`src/rtl/advanced_fifo_pkg.sv`:
```
// Shared sizing helpers and the per-cycle operation encoding for advanced_fifo.
package advanced_fifo_pkg;

    // Index width that never collapses to zero bits for tiny depths.
    function automatic int fifo_clog2(input int value);
        return (value <= 2) ? 1 : $clog2(value);
    endfunction

    // Accepted operation in a cycle, encoded as {push, pop}.
    typedef enum logic [1:0] {
        OP_NONE = 2'b00,
        OP_POP  = 2'b01,
        OP_PUSH = 2'b10,
        OP_BOTH = 2'b11
    } fifo_op_t;

endpackage

```
`src/rtl/advanced_fifo_controller.sv`:
```
// Pointer, level, flag and error-pulse bookkeeping for advanced_fifo; drives the RAM ports.
module advanced_fifo_controller
    import advanced_fifo_pkg::*;
#(
    parameter int DEPTH                  = 4,
    parameter int ALMOST_FULL_THRESHOLD  = DEPTH - 1,
    parameter int ALMOST_EMPTY_THRESHOLD = 1,
    parameter int PTR_W                  = fifo_clog2(DEPTH),
    parameter int LEVEL_W                = fifo_clog2(DEPTH + 1)
) (
    input  logic               clock,
    input  logic               resetn,
    input  logic               flush,
    input  logic               write_enable,
    input  logic               read_enable,
    output logic               full,
    output logic               empty,
    output logic               almost_full,
    output logic               almost_empty,
    output logic [LEVEL_W-1:0] level,
    output logic               write_miss,
    output logic               read_error,
    output logic               mem_write_enable,
    output logic [PTR_W-1:0]   mem_write_address,
    output logic [PTR_W-1:0]   mem_read_address
);
    localparam logic [PTR_W-1:0]   LAST_IDX = PTR_W'(DEPTH - 1);
    localparam logic [LEVEL_W-1:0] LVL_FULL = LEVEL_W'(DEPTH);
    localparam logic [LEVEL_W-1:0] LVL_AF   = LEVEL_W'(ALMOST_FULL_THRESHOLD);
    localparam logic [LEVEL_W-1:0] LVL_AE   = LEVEL_W'(ALMOST_EMPTY_THRESHOLD);

    logic [PTR_W-1:0]   r_wr_ptr, r_rd_ptr;
    logic [LEVEL_W-1:0] r_level;
    logic               r_full, r_empty, r_almost_full, r_almost_empty;
    logic               r_write_miss, r_read_error;

    logic               w_push, w_pop;
    fifo_op_t           w_op;
    logic [PTR_W-1:0]   w_wr_ptr_next, w_rd_ptr_next;
    logic [LEVEL_W-1:0] w_level_next;

    // A read frees a slot in the same cycle, so a full FIFO still accepts a paired write.
    assign w_push = write_enable && (!r_full || read_enable);
    assign w_pop  = read_enable && !r_empty;
    assign w_op   = fifo_op_t'({w_push, w_pop});

    always_comb begin
        w_wr_ptr_next = r_wr_ptr;
        w_rd_ptr_next = r_rd_ptr;
        w_level_next  = r_level;
        if (flush) begin
            w_wr_ptr_next = '0;
            w_rd_ptr_next = '0;
            w_level_next  = '0;
        end else begin
            if (w_push) w_wr_ptr_next = (r_wr_ptr == LAST_IDX) ? '0 : r_wr_ptr + 1'b1;
            if (w_pop)  w_rd_ptr_next = (r_rd_ptr == LAST_IDX) ? '0 : r_rd_ptr + 1'b1;
            case (w_op)
                OP_PUSH: w_level_next = r_level + 1'b1;
                OP_POP:  w_level_next = r_level - 1'b1;
                default: w_level_next = r_level;
            endcase
        end
    end

    always_ff @(posedge clock) begin
        if (!resetn) begin
            r_wr_ptr       <= '0;
            r_rd_ptr       <= '0;
            r_level        <= '0;
            r_full         <= 1'b0;
            r_empty        <= 1'b1;
            r_almost_full  <= 1'b0;
            r_almost_empty <= 1'b1;
            r_write_miss   <= 1'b0;
            r_read_error   <= 1'b0;
        end else begin
            r_wr_ptr       <= w_wr_ptr_next;
            r_rd_ptr       <= w_rd_ptr_next;
            r_level        <= w_level_next;
            r_full         <= (w_level_next == LVL_FULL);
            r_empty        <= (w_level_next == '0);
            r_almost_full  <= (w_level_next >= LVL_AF);
            r_almost_empty <= (w_level_next <= LVL_AE);
            r_write_miss   <= !flush && write_enable && !w_push;
            r_read_error   <= !flush && read_enable && r_empty;
        end
    end

    assign mem_write_enable  = w_push && !flush && resetn;
    assign mem_write_address = r_wr_ptr;
    assign mem_read_address  = r_rd_ptr;

    assign full         = r_full;
    assign empty        = r_empty;
    assign almost_full  = r_almost_full;
    assign almost_empty = r_almost_empty;
    assign level        = r_level;
    assign write_miss   = r_write_miss;
    assign read_error   = r_read_error;

endmodule

```
`src/rtl/simple_dual_port_ram.sv`:
```
// One write port, one read port; read is combinational unless REGISTERED_READ=1.
module simple_dual_port_ram #(
    parameter int WIDTH           = 8,
    parameter int DEPTH           = 4,
    parameter int ADDR_W          = 2,
    parameter bit REGISTERED_READ = 1'b0
) (
    input  logic              clock,
    input  logic              write_enable,
    input  logic [ADDR_W-1:0] write_address,
    input  logic [WIDTH-1:0]  write_data,
    input  logic [ADDR_W-1:0] read_address,
    output logic [WIDTH-1:0]  read_data
);
    logic [WIDTH-1:0] r_mem [DEPTH];

    always_ff @(posedge clock) begin
        if (write_enable) r_mem[write_address] <= write_data;
    end

    generate
        if (REGISTERED_READ) begin : g_reg_read
            logic [WIDTH-1:0] r_read_data;
            always_ff @(posedge clock) r_read_data <= r_mem[read_address];
            assign read_data = r_read_data;
        end else begin : g_comb_read
            assign read_data = r_mem[read_address];
        end
    endgenerate

endmodule

```
`src/rtl/advanced_fifo.sv`:
```
// First-word fall-through FIFO with level, almost flags, flush and error pulses.
module advanced_fifo
    import advanced_fifo_pkg::*;
#(
    parameter int WIDTH                  = 8,
    parameter int DEPTH                  = 4,
    parameter int ALMOST_FULL_THRESHOLD  = DEPTH - 1,
    parameter int ALMOST_EMPTY_THRESHOLD = 1
) (
    input  logic                            clock,
    input  logic                            resetn,
    input  logic                            flush,
    input  logic                            write_enable,
    input  logic [WIDTH-1:0]                write_data,
    input  logic                            read_enable,
    output logic [WIDTH-1:0]                read_data,
    output logic                            full,
    output logic                            empty,
    output logic                            almost_full,
    output logic                            almost_empty,
    output logic [fifo_clog2(DEPTH+1)-1:0]  level,
    output logic                            write_miss,
    output logic                            read_error
);
    localparam int DEPTH_LOG2  = fifo_clog2(DEPTH);
    localparam int LEVEL_WIDTH = fifo_clog2(DEPTH + 1);

    logic                  w_mem_we;
    logic [DEPTH_LOG2-1:0] w_mem_waddr, w_mem_raddr;

    advanced_fifo_controller #(
        .DEPTH                  (DEPTH),
        .ALMOST_FULL_THRESHOLD  (ALMOST_FULL_THRESHOLD),
        .ALMOST_EMPTY_THRESHOLD (ALMOST_EMPTY_THRESHOLD),
        .PTR_W                  (DEPTH_LOG2),
        .LEVEL_W                (LEVEL_WIDTH)
    ) u_ctrl (
        .clock             (clock),
        .resetn            (resetn),
        .flush             (flush),
        .write_enable      (write_enable),
        .read_enable       (read_enable),
        .full              (full),
        .empty             (empty),
        .almost_full       (almost_full),
        .almost_empty      (almost_empty),
        .level             (level),
        .write_miss        (write_miss),
        .read_error        (read_error),
        .mem_write_enable  (w_mem_we),
        .mem_write_address (w_mem_waddr),
        .mem_read_address  (w_mem_raddr)
    );

    simple_dual_port_ram #(
        .WIDTH           (WIDTH),
        .DEPTH           (DEPTH),
        .ADDR_W          (DEPTH_LOG2),
        .REGISTERED_READ (1'b0)
    ) u_ram (
        .clock         (clock),
        .write_enable  (w_mem_we),
        .write_address (w_mem_waddr),
        .write_data    (write_data),
        .read_address  (w_mem_raddr),
        .read_data     (read_data)
    );

endmodule

```
`config.mk`:
```
export PLATFORM = sky130hd
export DESIGN_NAME = advanced_fifo
export DESIGN_NICKNAME = d
export VERILOG_FILES = /design/src/rtl/advanced_fifo_pkg.sv /design/src/rtl/advanced_fifo_controller.sv /design/src/rtl/simple_dual_port_ram.sv /design/src/rtl/advanced_fifo.sv
export SDC_FILE = /design/constraint.sdc
export NUM_CORES = 1
export LEC_CHECK = 0
export ABC_AREA = 0
export BUFFER_PORTS_ARGS = -buffer_cell sky130_fd_sc_hd__buf_2
export CAP_MARGIN = 20
export CORE_UTILIZATION = 45
export DETAILED_ROUTE_END_ITERATION = 12
export HOLD_SLACK_MARGIN = 0.03
export PLACE_DENSITY = 0.66
export SYNTH_ARGS = -nofsm -noshare
export SYNTH_HDL_FRONTEND = slang
export SYNTH_HIERARCHICAL = 1
export SYNTH_SLANG_ARGS = --single-unit
```
`constraint.sdc`:
```
create_clock -name clock -period 2.9 [get_ports clock]
set_clock_uncertainty 0.15 [all_clocks]
set_input_delay 0.58 -clock clock [delete_from_list [all_inputs] [get_ports clock]]
set_output_delay 0.58 -clock clock [all_outputs]
set_load 0.01 [all_outputs]
```
# Word-level counts from Yosys, hierarchy flattened
# Memory sizes are Yosys's and may differ from the RTL's. A register that Yosys moved wholly into a read port is not among the register bits.
# Index checks and enable logic that the tools add are counted.
totals:
  mem_bits_rw: 32
  memories: 1
  inputBits: 13
  out_inout_bits: 17
  reg_bits: 13
  elab_cells: 45
memory_table:
  columns: ["memory", "depth", "word_bits", "rd", "rd_ports_with_merged_regs", "wr", "line_no", "rtl"]
  rows:
  - ["u_ram.r_mem", 4, 8, 1, 1, 1, "simple_dual_port_ram.sv:15", "logic [WIDTH-1:0] r_mem [DEPTH];"]
classes:
  reduce_logical: 15
  n_mux: 8
  eq_ne: 5
  addsub: 4
  magnitude_cmp: 2
  bitwise_logic: 1
op_table:
  columns: ["cell", "n"]
  rows:
  - ["1-bit logical AND", 8]
  - ["2-bit two-way mux", 4]
  - ["2-bit equality test (second input constant)", 3]
  - ["3-bit case mux with 2 select lines", 1]
  - ["2-bit by 1-bit adder with 2-bit output (second input constant)", 2]
  - ["1-bit zero test", 4]
  - ["3-bit by 1-bit adder with 3-bit output (second input constant)", 1]
  - ["3-bit equality test (second input constant)", 1]
  - ["3-bit by 2-bit greater-or-equal comparator with 1-bit output (second input constant)", 1]
  - ["3-bit by 1-bit <= comparator with 1-bit output (second input constant)", 1]
  - ["3-bit zero test", 1]
  - ["3-bit two-way mux", 1]
  - ["3-bit by 1-bit subtractor with 3-bit output (second input constant)", 1]
  - ["2-bit by 1-bit equality test with 1-bit output (second input constant)", 1]
  - ["1-bit two-way mux", 2]
  - ["2-bit OR reduction", 1]
  - ["1-bit logical OR", 1]
  - ["1-bit NOT", 1]

# Longest topological paths before layout
depth:
  word_depth: 7
  ltp_mapped: 7
  depth_no_buf: 7

# Cells and area by module
# Netlist, hierarchy kept.
by_module_without_submodules:
  columns: ["module", "n_inst", "area_each_um2", "seq_area_each_um2", "cells_each"]
  rows:
  - ["simple_dual_port_ram", 1, 1188.6, 960.9, 46]
  - ["advanced_fifo_controller", 1, 591.8, 260.2, 58]

# Worst setup path before layout
# No wires, ideal clock.
synth_timing:
  path_type: "input port to flip-flop"
  from: "input read_enable"
  to: "register u_ctrl.r_full, in the netlist u_ctrl/full"
  t_required_ns: 2.675
  path_slack_ns: 0.532
  setup_time_ns: 0.075
  arrival_ns: 2.143
  path_stages: 7
  n_path_buf: 0
  cell_sequence: "nand2b_1 > nand2_1 > ha_1 > fa_1 > xnor2_1 > or4_4 > a22oi_2"
synth_via:
  elab_chain_len: 6
  elab_cells_between_ends: 8
  classes_between: "3 x eq/ne; 2 x mux; 3 x reduce/logical"
synth_rtl:
  columns: ["item", "line_no", "rtl"]
  rows:
  - ["start, declared", "advanced_fifo.sv:15", "input logic read_enable,"]
  - ["1-bit logical OR", "advanced_fifo_controller.sv:43", "assign w_push = write_enable && (!r_full || read_enable);"]
  - ["1-bit logical AND", "advanced_fifo_controller.sv:43", null]
  - ["2-bit by 1-bit equality test with 1-bit output / 2-bit equality test (equally long branches)", "advanced_fifo_controller.sv:58", "case (w_op)"]
  - ["3-bit case mux with 2 select lines (*)", "advanced_fifo_controller.sv:58", null]
  - ["3-bit two-way mux (*)", "advanced_fifo_controller.sv:51", "if (flush) begin"]
  - ["3-bit equality test (*)", "advanced_fifo_controller.sv:81", "r_full <= (w_level_next == LVL_FULL);"]
  - ["end signal, assigned", "advanced_fifo_controller.sv:81", null]
  - ["end, declared", "advanced_fifo_controller.sv:34", "logic r_full, r_empty, r_almost_full, r_almost_empty;"]
# Mark *: on every way between the ends. The rest lies on a longest branch, timed or not.
# A chain may end at the register's enable or synchronous reset.

==> metrics.md <==
| Metric | Value |
|---|---|
| Number of antenna violations at the first check in global routing | 0 |
| Hold buffers post-CTS | 0 |
| CTS tree | built |
| Final Non-Filler Cells | 188 |
| Share of the cycle needed by the critical path after routing | 0.842 |
| MaxCap Viol Count | 0 |
| Critical path capture point type | output pin |
| Core ar. | 3720 um^2 |
| Routed wire length per instance | ~15 um |
| Worst IR drop on VDD | 406 uV |
| Cell internal power dissipation | 982 uW |
| Syn_nets | about 120 |
| Vias in the first global route | about 1000 |
| Overall overflow remaining after global route | 0 |
| Final hold violation count | 0 |
| Area of the mapped netlist | 1780 um^2 |
| Result of the run | finished clean |
| Number of iterations in the first detailed-routing pass | 4 |
| Clock net sink count | 45 |
| Biggest fanout along the worst timing path | 7 |
| # H-tree levels | 2 |
| Estimated wirelength of the detail-placed design | 1960 um |
| Switching power total | 232 uW |
| Static leakage power | 0.786 nW |
| Proportion of power drawn by flip-flops and latches | 0.579 |
| Average cell area after synthesis | 17.1 um^2 |
| Clock power share | 0.366 |
| Initial core utilization | 0.479 |
| Post-Route Setup TNS | 0 ns |
| Pwr per Cell Area | 584 nW/um^2 |
| Post-cts gate resize count | 0 |
| # placed instances | 180 |
| Comb power frac | 0.054 |
| Global routing usage on met2 | 0.271 |
| Number of buffer cells added on primary ports | 29 |
| Number of top-level design ports | 30 |
| Number of antenna-violating nets in the routed design | 0 |
| Fill cells | ~330 |
| Arr. time, crit path | 1.71 ns |
| Count of mapped cells out of synthesis | approximately 100 |
| Final worst hold slack | 0.349 ns |
| Count of warnings emitted by yosys | 6 |
| Row count | 22 |
| Maximum number of pins on one net before global-route repair | 14 |
| Total clock buffers created by CTS | 5 |
| RSZ-0062 raised after global routing | no |
| Layout cells sized above 1 | 0.364 |
| Pre-CTS setup slack | about 0.33 ns |
| Final weighted congestion in routability-driven placement | between 0.8 and 0.9 |
| Floorplan die area | ~4200 um^2 |
| Share of synthesized area occupied by flip-flops and latches | 0.686 |
| Die span in y | 64.9 um |
| N_diodes | 0 |
| Clock transition at the registers of the reported paths | 0.08 ns |
| Startpoint type of the worst setup path | register |
| Global-route total usage across every layer | 0.156 |
| Global-route wire length before repair | 4570 um |
| Met3 layer usage reported by global route | 0.0599 |
| Final #Nets | 156 |
| Slew at the pin closest to its max-slew limit | 0.490 ns |
| Clock insertion delay at the later pin of the skew report | 0.29 ns |
| Setup Fix Bufs, Post-CTS | 0 |
| Final worst path period need | 2.44 ns |
| Required time of the worst setup path | 2.17 ns |
| Crit Path Class | register to output pin |
| Switching power share of the total | 0.191 |
| Number of remaining DRC errors | 0 |
| Highest clock frequency the design can meet | 0.409 GHz |
| Routed wire length | 2800 um |
| Via-per-instance ratio | 5.30 |
| Library cells used by synthesis | 33 |
| Area overhead of the layout relative to synthesis | 16.8% |
| First DRT Iteration DRCs | 33 |
| Buffers from clock root to sink, at most | 2 |
| Final number of max-transition violations | 0 |
| Layer carrying the most global-route usage | met2 |
| CTS Root Buffer Type | sky130_fd_sc_hd__clkbuf_8 |
| # setup viols final | 0 |
| Type of the tightest min-delay check | input port to register |
| Total number of vias | approximately 1000 |
| Global routing met1 resource utilization | 0.166 |
| Die Span X | between 60 and 70 um |
| Worst slew margin relative to its limit | 0.673 |
| Post-route setup slack | 0.457 ns |
| Layout Utilization | 0.560 |
| Number of flip-flops and latches in the synthesized netlist | between 40 and 50 |
[logic make-up (layout without fill, tap and decap cells)]
| kind of cell | after synthesis | after routing | synth area share |
|---|---|---|---|
| AO/OA/AOI/OAI | 10 | 10 | 0.0379 |
| XOR/XNOR | 2 | 2 | 0.00984 |
| adder cells (fa/ha/maj) | 4 | 4 | 0.0323 |
| buffers and inverters | 5 | 41 | 0.0197 |
| flip-flops | 45 | 45 | 0.686 |
| multiplexers | 11 | 11 | 0.119 |
| AND/OR/NAND/NOR | 27 | 27 | 0.0956 |
[path summary, 6_finish.rpt]
path	start	to	slack, ns	depth (start not counted)
worst max-delay path	u_ctrl/mem_read_address[0]	read_data[4]	0.46	3
worst min-delay path	write_data[5]	u_ram/r_mem[0][5]	0.35	1
worst max register to register	u_ctrl/full	u_ctrl/full	0.72	7
worst min register to register	u_ctrl/mem_write_address[1]	u_ctrl/mem_write_address[1]	0.39	2
[Yosys cell counts, drive strengths merged]
cell / count / share of area
fa: 1 / 0.011
nor3: 2 / 0.0056
nor2b: 2 / 0.0070
nor3b: 2 / 0.0084
a21oi: 3 / 0.0084
clkbuf: 1 / 0.0028
or4: 2 / 0.011
o21ai: 2 / 0.0056
nand4: 1 / 0.0035
edfxtp: 32 / 0.54
and3: 2 / 0.0070
and3b: 2 / 0.0098
nand2: 2 / 0.0042
nor2: 5 / 0.011
a22oi: 1 / 0.0070
nand2b: 2 / 0.011
buf: 2 / 0.013
nand3: 2 / 0.0056
mux2i: 2 / 0.011
inv: 2 / 0.0042
ha: 3 / 0.021
mux4: 8 / 0.10
mux2: 1 / 0.0063
o31ai: 2 / 0.0084
and2b: 1 / 0.0049
and2: 2 / 0.0070
dfxtp: 13 / 0.15
o21a: 1 / 0.0042
xnor2: 2 / 0.0098
o211ai: 1 / 0.0042
[critical path, stage by stage, from the launching register on]
cell and delay [ns]:
sky130_fd_sc_hd__dfxtp_1 0.53, sky130_fd_sc_hd__buf_4 0.24, sky130_fd_sc_hd__mux4_2 0.51, sky130_fd_sc_hd__buf_2 0.15
[metrics by stage]
stage,total power [mW],area (um^2)
final,1.21,2080
after global routing,1.26,2080
after CTS,1.23,2080
after detailed placement,0.785,1970
after global placement,0.783,1970
after floorplan,0.758,1780
[power groups by stage]
stage                     combinational [mW]  sequential (mW)  clock, mW
final                                 0.0659            0.703      0.445
after global routing                  0.0728            0.705      0.486
after CTS                             0.0668            0.704      0.458
after detailed placement              0.0666            0.718          0
after global placement                0.0655            0.717          0
after floorplan                       0.0393            0.718          0
[metal layers]
metal / wire length [um] / vias up
met5: 0 / -
met4: 45 / 0
met3: 129 / 4
met2: 1470 / 24
met1: 1160 / 495
li1: - / 473
[placed cells by master (no fill, tap or decap), types with 3 or more instances in the layout]
cell / n
sky130_fd_sc_hd__a21oi_1: 3
sky130_fd_sc_hd__buf_2: 29
sky130_fd_sc_hd__clkbuf_8: 5
sky130_fd_sc_hd__dfxtp_1: 13
sky130_fd_sc_hd__edfxtp_1: 32
sky130_fd_sc_hd__ha_1: 3
sky130_fd_sc_hd__mux4_2: 8
sky130_fd_sc_hd__nor2_1: 5
[flip-flops by register name, summed over array words and instances, names as in the netlist]
name	count
u_ram/r_mem	32
u_ctrl/almost_empty	1
u_ctrl/almost_full	1
u_ctrl/level	3
u_ctrl/read_error	1
u_ctrl/mem_write_address	2
u_ctrl/mem_read_address	2
u_ctrl/empty	1
u_ctrl/write_miss	1
u_ctrl/full	1
[final cells by class]
type | instances | area [um^2] | share of cell area
Multi-Input combinational cell | 54 | 524 | 0.252
Clock inverter | 2 | 33.8 | 0.0162
Clock buffer | 6 | 72.6 | 0.0349
Timing Repair Buffer | 31 | 160 | 0.0770
Sequential cell | 45 | 1220 | 0.587
Tap cell | 48 | 60.1 | 0.0289
Inverter | 2 | 7.51 | 0.00361
No activity file was read; power rests on OpenSTA's default activity.
